File: config.mk
export PLATFORM = sky130hd
export DESIGN_NAME = ysyx_23060208_lsu
export DESIGN_NICKNAME = d
export VERILOG_FILES = /design/src/rtl/ysyx_23060208_lsu.sv
export SDC_FILE = /design/constraint.sdc
export NUM_CORES = 1
export LEC_CHECK = 0
export ABC_CLOCK_PERIOD_IN_PS = 3700
export BUFFER_PORTS_ARGS = -buffer_cell sky130_fd_sc_hd__buf_2
export CELL_PAD_IN_SITES_DETAIL_PLACEMENT = 0
export CELL_PAD_IN_SITES_GLOBAL_PLACEMENT = 1
export CORE_ASPECT_RATIO = 1.5
export CORE_MARGIN = 3
export CORE_UTILIZATION = 33
export CTS_BUF_LIST = sky130_fd_sc_hd__clkbuf_8
export DETAILED_ROUTE_END_ITERATION = 8
export PLACE_DENSITY = 0.83
export SLEW_MARGIN = 20
export SYNTH_ARGS = -nofsm -noshare
export SYNTH_HDL_FRONTEND = slang
export SYNTH_SLANG_ARGS = --single-unit
File: constraint.sdc
create_clock -name clock -period 3.7 [get_ports clock]
set_input_delay 0.185 -clock clock [delete_from_list [all_inputs] [get_ports clock]]
set_output_delay 0.185 -clock clock [all_outputs]
set_load 0.005 [all_outputs]
File: src/rtl/ysyx_23060208_lsu.sv
// ysyx_23060208_lsu -- load/store unit between the EXU and the data-memory AXI4 port.
//
// Takes one load or store at a time from the EXU over a valid/ready handshake,
// runs a single-beat AXI4 transaction, and returns extended load data plus an
// error code through a response handshake that holds until accepted.
//
// Ports:
//   clock, reset       system clock, synchronous active-high reset
//   req_*              EXU request (valid/ready, wen, addr, size, unsigned, wdata)
//   resp_*             EXU response (valid/ready, rdata, err: 0 ok, 1 bus, 2 misaligned)
//   dsram_aw/w/b/ar/r  AXI4 master channels (len=0, INCR, size=req_size)
//
// Optional feature: define YSYX_23060208_LSU_MISALIGN_CHECK_EN to reject
// requests whose address is not size-aligned (resp_err=2, no AXI traffic).
// Without it, misaligned accesses are issued as-is and lanes past the bus edge
// are dropped.
module ysyx_23060208_lsu #(
  parameter int XLEN   = 32,
  parameter int AXI_DW = 64,
  parameter int ADDR_W = 32,
  parameter int ID_W   = 4,
  parameter int AXI_ID = 0
) (
  input  logic                  clock,
  input  logic                  reset,
  input  logic                  req_valid,
  output logic                  req_ready,
  input  logic                  req_wen,
  input  logic [ADDR_W-1:0]     req_addr,
  input  logic [1:0]            req_size,
  input  logic                  req_unsigned,
  input  logic [XLEN-1:0]       req_wdata,
  output logic                  resp_valid,
  input  logic                  resp_ready,
  output logic [XLEN-1:0]       resp_rdata,
  output logic [1:0]            resp_err,
  output logic                  dsram_awvalid,
  input  logic                  dsram_awready,
  output logic [ADDR_W-1:0]     dsram_awaddr,
  output logic [ID_W-1:0]       dsram_awid,
  output logic [7:0]            dsram_awlen,
  output logic [2:0]            dsram_awsize,
  output logic [1:0]            dsram_awburst,
  output logic                  dsram_wvalid,
  input  logic                  dsram_wready,
  output logic [AXI_DW-1:0]     dsram_wdata,
  output logic [AXI_DW/8-1:0]   dsram_wstrb,
  output logic                  dsram_wlast,
  input  logic                  dsram_bvalid,
  output logic                  dsram_bready,
  input  logic [1:0]            dsram_bresp,
  input  logic [ID_W-1:0]       dsram_bid,
  output logic                  dsram_arvalid,
  input  logic                  dsram_arready,
  output logic [ADDR_W-1:0]     dsram_araddr,
  output logic [ID_W-1:0]       dsram_arid,
  output logic [7:0]            dsram_arlen,
  output logic [2:0]            dsram_arsize,
  output logic [1:0]            dsram_arburst,
  input  logic                  dsram_rvalid,
  output logic                  dsram_rready,
  input  logic [AXI_DW-1:0]     dsram_rdata,
  input  logic [1:0]            dsram_rresp,
  input  logic                  dsram_rlast,
  input  logic [ID_W-1:0]       dsram_rid
);

  localparam int STRB_W = AXI_DW / 8;
  localparam int OFF_W  = $clog2(STRB_W);

  typedef enum logic [2:0] {IDLE, RD_A, RD_D, WR_AW, WR_B, RESP} state_t;

  state_t state, state_nxt;

  logic [ADDR_W-1:0] addr_p0;
  logic [1:0]        size_p0;
  logic              uns_p0;
  logic [XLEN-1:0]   wdata_p0;
  logic              aw_done, w_done;
  logic [XLEN-1:0]   rdata_p1;
  logic [1:0]        err_p1;
  logic              accept;
  logic              misaligned;
  logic [OFF_W-1:0]  off_p0;

  // Byte strobes: (2^size) ones shifted up to the lane offset; anything that
  // falls off the top of the bus is dropped by the final truncation.
  function automatic logic [STRB_W-1:0] lane_strb(input logic [OFF_W-1:0] off,
                                                  input logic [1:0] size);
    logic [2*STRB_W-1:0] m;
    m = ({{(2*STRB_W-1){1'b0}}, 1'b1} << (4'd1 << size)) - 1'b1;
    m = m << off;
    return m[STRB_W-1:0];
  endfunction

  // Repeat the sized store operand across every lane so whichever lanes the
  // address selects already carry the right bytes.
  function automatic logic [AXI_DW-1:0] lane_wdata(input logic [XLEN-1:0] d,
                                                   input logic [1:0] size);
    logic [AXI_DW-1:0] r;
    int idx;
    r = '0;
    for (int j = 0; j < STRB_W; j++) begin
      idx = j & ((1 << size) - 1) & (XLEN / 8 - 1);
      r[j*8 +: 8] = d[idx*8 +: 8];
    end
    return r;
  endfunction

  // Shift the addressed lane down, truncate to the access size, then sign- or
  // zero-extend. A size wider than XLEN degenerates to the full register.
  function automatic logic [XLEN-1:0] load_ext(input logic [AXI_DW-1:0] bus,
                                               input logic [OFF_W-1:0] off,
                                               input logic [1:0] size,
                                               input logic uns);
    logic [AXI_DW-1:0] sh;
    logic [XLEN-1:0]   raw, mask;
    logic [XLEN:0]     m;
    int bits, top;
    sh   = bus >> {off, 3'b000};
    raw  = sh[XLEN-1:0];
    bits = 8 << size;
    m    = ({{XLEN{1'b0}}, 1'b1} << bits) - 1'b1;
    mask = m[XLEN-1:0];
    top  = (bits > XLEN) ? XLEN - 1 : bits - 1;
    raw  = raw & mask;
    if (!uns && raw[top]) raw = raw | ~mask;
    return raw;
  endfunction

`ifdef YSYX_23060208_LSU_MISALIGN_CHECK_EN
  assign misaligned = |(req_addr[2:0] & ((3'd1 << req_size) - 3'd1));
`else
  assign misaligned = 1'b0;
`endif

  assign accept = req_valid && req_ready;
  assign off_p0 = addr_p0[OFF_W-1:0];

  always_ff @(posedge clock) begin
    if (reset) state <= IDLE;
    else       state <= state_nxt;
  end

  always_comb begin
    state_nxt     = state;
    req_ready     = 1'b0;
    dsram_arvalid = 1'b0;
    dsram_rready  = 1'b0;
    dsram_awvalid = 1'b0;
    dsram_wvalid  = 1'b0;
    dsram_bready  = 1'b0;
    resp_valid    = 1'b0;
    case (state)
      IDLE: begin
        req_ready = 1'b1;
        if (req_valid) begin
          if (misaligned)   state_nxt = RESP;
          else if (req_wen) state_nxt = WR_AW;
          else              state_nxt = RD_A;
        end
      end
      RD_A: begin
        dsram_arvalid = 1'b1;
        if (dsram_arready) state_nxt = RD_D;
      end
      RD_D: begin
        dsram_rready = 1'b1;
        if (dsram_rvalid) state_nxt = RESP;
      end
      WR_AW: begin
        dsram_awvalid = !aw_done;
        dsram_wvalid  = !w_done;
        // Either channel may finish first; leave once both have handshaken.
        if ((aw_done || dsram_awready) && (w_done || dsram_wready)) state_nxt = WR_B;
      end
      WR_B: begin
        dsram_bready = 1'b1;
        if (dsram_bvalid) state_nxt = RESP;
      end
      RESP: begin
        resp_valid = 1'b1;
        if (resp_ready) state_nxt = IDLE;
      end
      default: state_nxt = IDLE;
    endcase
  end

  // Request capture stage
  always_ff @(posedge clock) begin
    if (accept) begin
      addr_p0  <= req_addr;
      size_p0  <= req_size;
      uns_p0   <= req_unsigned;
      wdata_p0 <= req_wdata;
    end
  end

  always_ff @(posedge clock) begin
    if (reset || state == IDLE) begin
      aw_done <= 1'b0;
      w_done  <= 1'b0;
    end else begin
      if (dsram_awvalid && dsram_awready) aw_done <= 1'b1;
      if (dsram_wvalid && dsram_wready)   w_done  <= 1'b1;
    end
  end

  // Response capture stage
  always_ff @(posedge clock) begin
    if (reset) begin
      rdata_p1 <= '0;
      err_p1   <= 2'd0;
    end else if (accept && misaligned) begin
      rdata_p1 <= '0;
      err_p1   <= 2'd2;
    end else if (state == RD_D && dsram_rvalid) begin
      rdata_p1 <= load_ext(dsram_rdata, off_p0, size_p0, uns_p0);
      err_p1   <= (dsram_rresp != 2'b00) ? 2'd1 : 2'd0;
    end else if (state == WR_B && dsram_bvalid) begin
      rdata_p1 <= '0;
      err_p1   <= (dsram_bresp != 2'b00) ? 2'd1 : 2'd0;
    end
  end

  assign resp_rdata    = rdata_p1;
  assign resp_err      = err_p1;

  assign dsram_araddr  = addr_p0;
  assign dsram_arid    = ID_W'(AXI_ID);
  assign dsram_arlen   = 8'd0;
  assign dsram_arsize  = {1'b0, size_p0};
  assign dsram_arburst = 2'b01;

  assign dsram_awaddr  = addr_p0;
  assign dsram_awid    = ID_W'(AXI_ID);
  assign dsram_awlen   = 8'd0;
  assign dsram_awsize  = {1'b0, size_p0};
  assign dsram_awburst = 2'b01;

  assign dsram_wdata   = lane_wdata(wdata_p0, size_p0);
  assign dsram_wstrb   = lane_strb(off_p0, size_p0);
  assign dsram_wlast   = 1'b1;

  // Single outstanding single-beat transaction: IDs and rlast carry no information.
  logic unused_ok;
  assign unused_ok = ^{dsram_rid, dsram_bid, dsram_rlast};

endmodule

---- After elaboration in Yosys (flattened, before gate mapping) ----
Cells that the tools add are included.
cells by class
  reductions and logical operators ........ 18
  equal/unequal tests ..................... 11
  add/sub/neg operators ................... 4
  order comparisons ....................... 2
  multiplexer cells ....................... 26
  shifts and indexed selects .............. 10
  bitwise logic cells ..................... 3
operators by type and width
  cell                     count
  $mux W32                 4
  $shiftx A32 B6 Y8        2
  $shr A64 B6 Y32          1
  $and A32 B32 Y32         1
  $gt A32 B7 Y1 const B    1
  $lt A32 B7 Y1 const B    1
  $not A32 Y32             1
  $or A32 B32 Y32          1
  $shiftx A32 B5 Y8        1
  $shl A1 B32 Y32 const A  1
  $shl A4 B2 Y32 const A   1
  $sub A32 B1 Y32 const B  1
  $sub A32 B2 Y32 const B  1
  $mux W3                  6
  $pmux W3 S6              1
  $shl A1 B4 Y16 const A   1
  $shl A16 B3 Y8           1
  $sub A16 B1 Y16 const B  1
  $ne A2 B2 Y1 const B     6
  $mux W1                  11
  $logic_and A1 B1 Y1      7
  $eq A3 B2 Y1 const B     2
  $eq A3 B3 Y1 const B     2
  $mux W2                  3
  10 further kinds         16
storage, ports and cells
  output and inout port bits .............. 212
  register bits ........................... 106

---- Longest topological paths before layout ----
  word-level depth ........................ 10
  mapped depth ............................ 9
  mapped depth without buffers ............ 8

---- Worst setup path before layout ----
OpenSTA, ideal clock, no wires.
  path type ............................... reg-to-reg
  start point ............................. reg state[0]
  end point ............................... reg addr_p0[0] (netlist: dsram_araddr[0]), enable pin
  library setup time ...................... 0.432 ns
  data required time ...................... 3.268 ns
  stages on the path, launching flop included .. 5
  setup slack ............................. 0.777 ns
  clock period less this slack ............ 2.923 ns
  arrival ................................. 2.491 ns
  cell sequence ........................... dfxtp_1 -> buf_2 -> clkbuf_1 -> nor3_1 -> and2_1
between the ends
  cells in the longest elaborated chain, start to end .. 3
ends and longest elaborated chain
  item                      line  text
  start: declaration        73    state_t state, state_nxt;
  start signal: assignment  142   else state <= state_nxt;
  $logic_not A3 Y1          154   case (state)
  $mux W1                   154
  named net req_ready       27    output logic req_ready,
  $logic_and A1 B1 Y1       137   assign accept = req_valid && req_ready;
  named net accept          82    logic accept;
  end signal: assignment    192   addr_p0 <= req_addr;
  end: declaration          75    logic [ADDR_W-1:0] addr_p0;
The timed path passes the listed nets, and every way through them passes these cells.
A chain may end at the register's enable or synchronous reset.

---- Final worst setup path ----
  start point ............................. reg size_p0[1]
  end point ............................... out dsram_wdata[29]
between the ends
  cells in the longest elaborated chain, start to end .. 3
ends and longest elaborated chain
  item                      line  text
  start: declaration        76    logic [1:0] size_p0;
  start signal: assignment  193   size_p0 <= req_size;
  $shl A1 B2 Y2             104   idx = j & ((1 << size) - 1) & (XLEN / 8 - 1);
  $sub A2 B2 Y2             104
  $shiftx A32 B6 Y8         105   r[j*8 +: 8] = d[idx*8 +: 8];
  end: declaration          46    output logic [AXI_DW-1:0] dsram_wdata,
Every way passes these cells.

==> results.yml <==
die:
  die_area_sq_mm: 0.02093
  initial_core_util_pct: 33.88
  die_w_um: 119.1
  die_y_um: 175.7
  io_pins: 366
  num_rows: 61
  core_sq_mm: 0.01870
routing:
  vias_per_cell: 4.830
  wl_met3_um: 1624
  met1Wirelength_um: 8153
  drt-initial-drc-count: 422
  ant_nets: 0
  drc: 0
  firstDrtPassIters: 6
  route.met2.wl_um: 11710
  top_layer_used: "met4"
  detail_route.wl_per_cell_um: 18.71
  drt_wl_total_um: 21850
  via_count: 5642
setup_path:
  regToRegEndpoint: "resp_rdata[11]"
  start_kind: "register"
  reg2reg_slack_ps: 900
  r2r_start: "dsram_araddr[2]"
  reg2regPathDepth: 4
  end_kind: "output pin"
  critPathRequiredTime_ps: 3510
  crit_path_max_fanout: 23
  path_class: "register to output pin"
  arrival_ps: 2840
hold_path:
  min-delay-start: "dsram_rresp[0]"
  worst_hold_path_type: "primary input to register"
  min_to: "resp_err[0]"
  hold_path_depth: 2
synthesis:
  synthCells: 611
  synth_edf_count: 67
  avgSynthCellArea_sq_um: 10.37
  yosysWarningCount: 0
  ys_ff_latch: 105
  synth_top_family_by_area: "buffers and inverters"
  ys_types: 54
  netlist_area_sq_mm: 0.006335
  synth_ff_type: "edfxtp_1"
  synth-simple-area-share_pct: 10.92
  synth_compound_area_share_pct: 12.68
  synthAdderAreaFrac_pct: 0.5925
  synthArstFlopShare_pct: 0
  synth_xor_area_share_pct: 0.1383
  yosysSeqAreaShare_pct: 43.77
  synthMuxAreaShare_pct: 15.70
sta:
  slew_viol_final: 0
  min_period_ps: 3028
  fin_crit_sh_pct: 81.84
  finalSetupViolCount: 0
  fin_tns_setup_ps: 0
  fin_skew_ps: 8.372
  grt_setup_unrepaired: "false"
  max_freq_mhz: 330.2
  finalHoldViolCount: 0
  slew_headroom_pct: 34.49
  worst_pin_slew_ps: 982.6
grt:
  antenna_found_initial: 0
  gr-total-overflow: 0
  grt_max_degree: 68
  grt.total_usage_pct: 20.23
  first_global_vias: 5624
  grt_pass1_wl_um: 32460
placement:
  placed_cells: 1082
  io_buffers: 324
  routabilityCongestion: 0.8442
  hpwl_um: 16320
final_layout:
  finalNetCount: 1065
  drive_above_1_share_pct: 44.14
  area_delta_synth_final_pct: 32.14
  fin_cells: 1168
clocking:
  cts_resized: 0
  cts_made_buffers: 9
  clock_latency_ps: 400
  cts.sinks: 105
  clock-root-buffer: "clkbuf_8"
  ctsHtreeMaxLevel: 3
  cts.reportedPaths.clkPinSlew_ps: 120
  cts_tree: "built"
  clockBufferDepth: 2
power:
  p_per_area_mw_per_mm2: 570.8
  ir_worst_vdd_uv: 293.1
  power_leakage_nw: 3.852
flow_run:
  max_cap_violations: 0
run_status:
  outcome: "finished, final reports clean"
-- registers in the layout (all words and copies together), names as in the netlist --
signal	count
dsram_araddr	32
uns_p0	1
state	3
resp_rdata	32
resp_err	1
w_done	1
wdata_p0	32
size_p0	2
aw_done	1
-- worst max path at each step --
stage                    startpoint         endpoint  slack [ps]
global route             size_p0[1]  dsram_wdata[28]         460
finish                   size_p0[1]  dsram_wdata[29]         670
global placement         size_p0[1]   resp_rdata[24]         990
CTS                      size_p0[1]  dsram_wdata[26]         540
floorplan                  state[0]  dsram_araddr[0]         780
detailed placement  dsram_araddr[2]    resp_rdata[9]         950
-- where the power goes --
| part | switching, W | leakage, nW | internal [W] |
|---|---|---|---|
| registers | 0.000238 | 0.942 | 0.00159 |
| clock network | 0.000475 | 0.103 | 0.000271 |
| logic | 0.00121 | 2.81 | 0.000996 |
| total | 0.00192 | 3.85 | 0.00285 |
-- routing by layer --
layer	vias to the layer above	global-route usage [%]
met5	-	0
met4	0	6.428
met3	22	3.995
met2	279	37.79
met1	2683	22.88
li1	2658	-
-- through the flow --
stage | cell area [sq um] | hold WS, ps | power, W | setup WS [ps] | utilization [%]
after CTS | 8363 | 13.27 | 0.004834 | 539.5 | 44.72
final | 8371 | 37.58 | 0.004778 | 671.8 | 44.76
after global placement | 7490 | 361.8 | 0.003997 | 988.9 | 40.05
after global routing | 8363 | 8.090 | 0.005122 | 456.2 | 44.72
after detailed placement | 7490 | 363.1 | 0.004009 | 950.4 | 40.05
after floorplan | 6447 | 283.9 | 0.003355 | 776.8 | -
-- kinds of logic after synthesis --
| kind of cell | count (synthesis) |
|---|---|
| fa+ha+maj | 3 |
| buf+inv | 155 |
| simple gates | 151 |
| xor+xnor | 1 |
| compound gates | 118 |
| mux | 76 |
| other cells | 2 |
| flops | 105 |
-- repair_timing --
| action | in CTS | in global routing |
|---|---|---|
| hold buffers | 67 | 0 |
| setup buffers | 0 | 0 |
| endpoints found under the hold margin | 67 | 0 |
-- cells in the mapped netlist, types with 4 or more instances --
library cell	instances	area, sq um
a21oi_1	35	175.2
a22o_1	10	87.58
a22oi_1	9	67.56
and2_1	4	25.02
buf_1	5	18.77
buf_2	16	80.08
buf_4	107	803.3
clkbuf_1	14	52.55
dfxtp_1	38	760.7
edfxtp_1	67	2012
inv_1	9	33.78
mux2_2	27	304.0
mux2i_1	33	330.3
mux4_2	16	360.4
nand2_1	69	259.0
nand2b_1	5	31.28
nor2_1	40	150.1
nor2b_1	4	25.02
nor3_1	7	35.03
o211ai_1	13	97.59
o21ai_0	16	80.08
o22ai_1	8	50.05
o2bb2ai_1	4	35.03
-- cells in the final DEF (no fill, tap or decap), types with 9 or more instances in the layout --
cell type      synthesis  final
a22o_1                10     10
clkbuf_8               0      9
o21ai_0               16     16
buf_2                 16    324
dfxtp_1               38     38
dlygate4sd3_1          0     67
edfxtp_1              67     67
nand2_1               69     69
inv_1                  9      9
o211ai_1              13     13
nor2_1                40     40
conb_1                 2     32
mux2i_1               33     33
a21oi_1               35     35
mux4_2                16     16
mux2_2                27     27
a22oi_1                9      9
-- critical path: stages (launching register included) --
cell and delay, ps:
edfxtp_1 600, or2_2 560, clkinv_1 500, nand2_1 180
nand2_1 150, mux2_2 320, buf_2 130
-- area by class of cell --
class	instances	area, sq um
well taps	252	315.3
diodes	3	7.507
fillers	1800	10330
clock buffers	9	123.9
clock inverters	7	78.83
flip-flops and latches	105	2773
inverters	11	41.29
repair buffers	400	2372
multi-input cells	381	2659
Power figures use the tool's default switching activity.
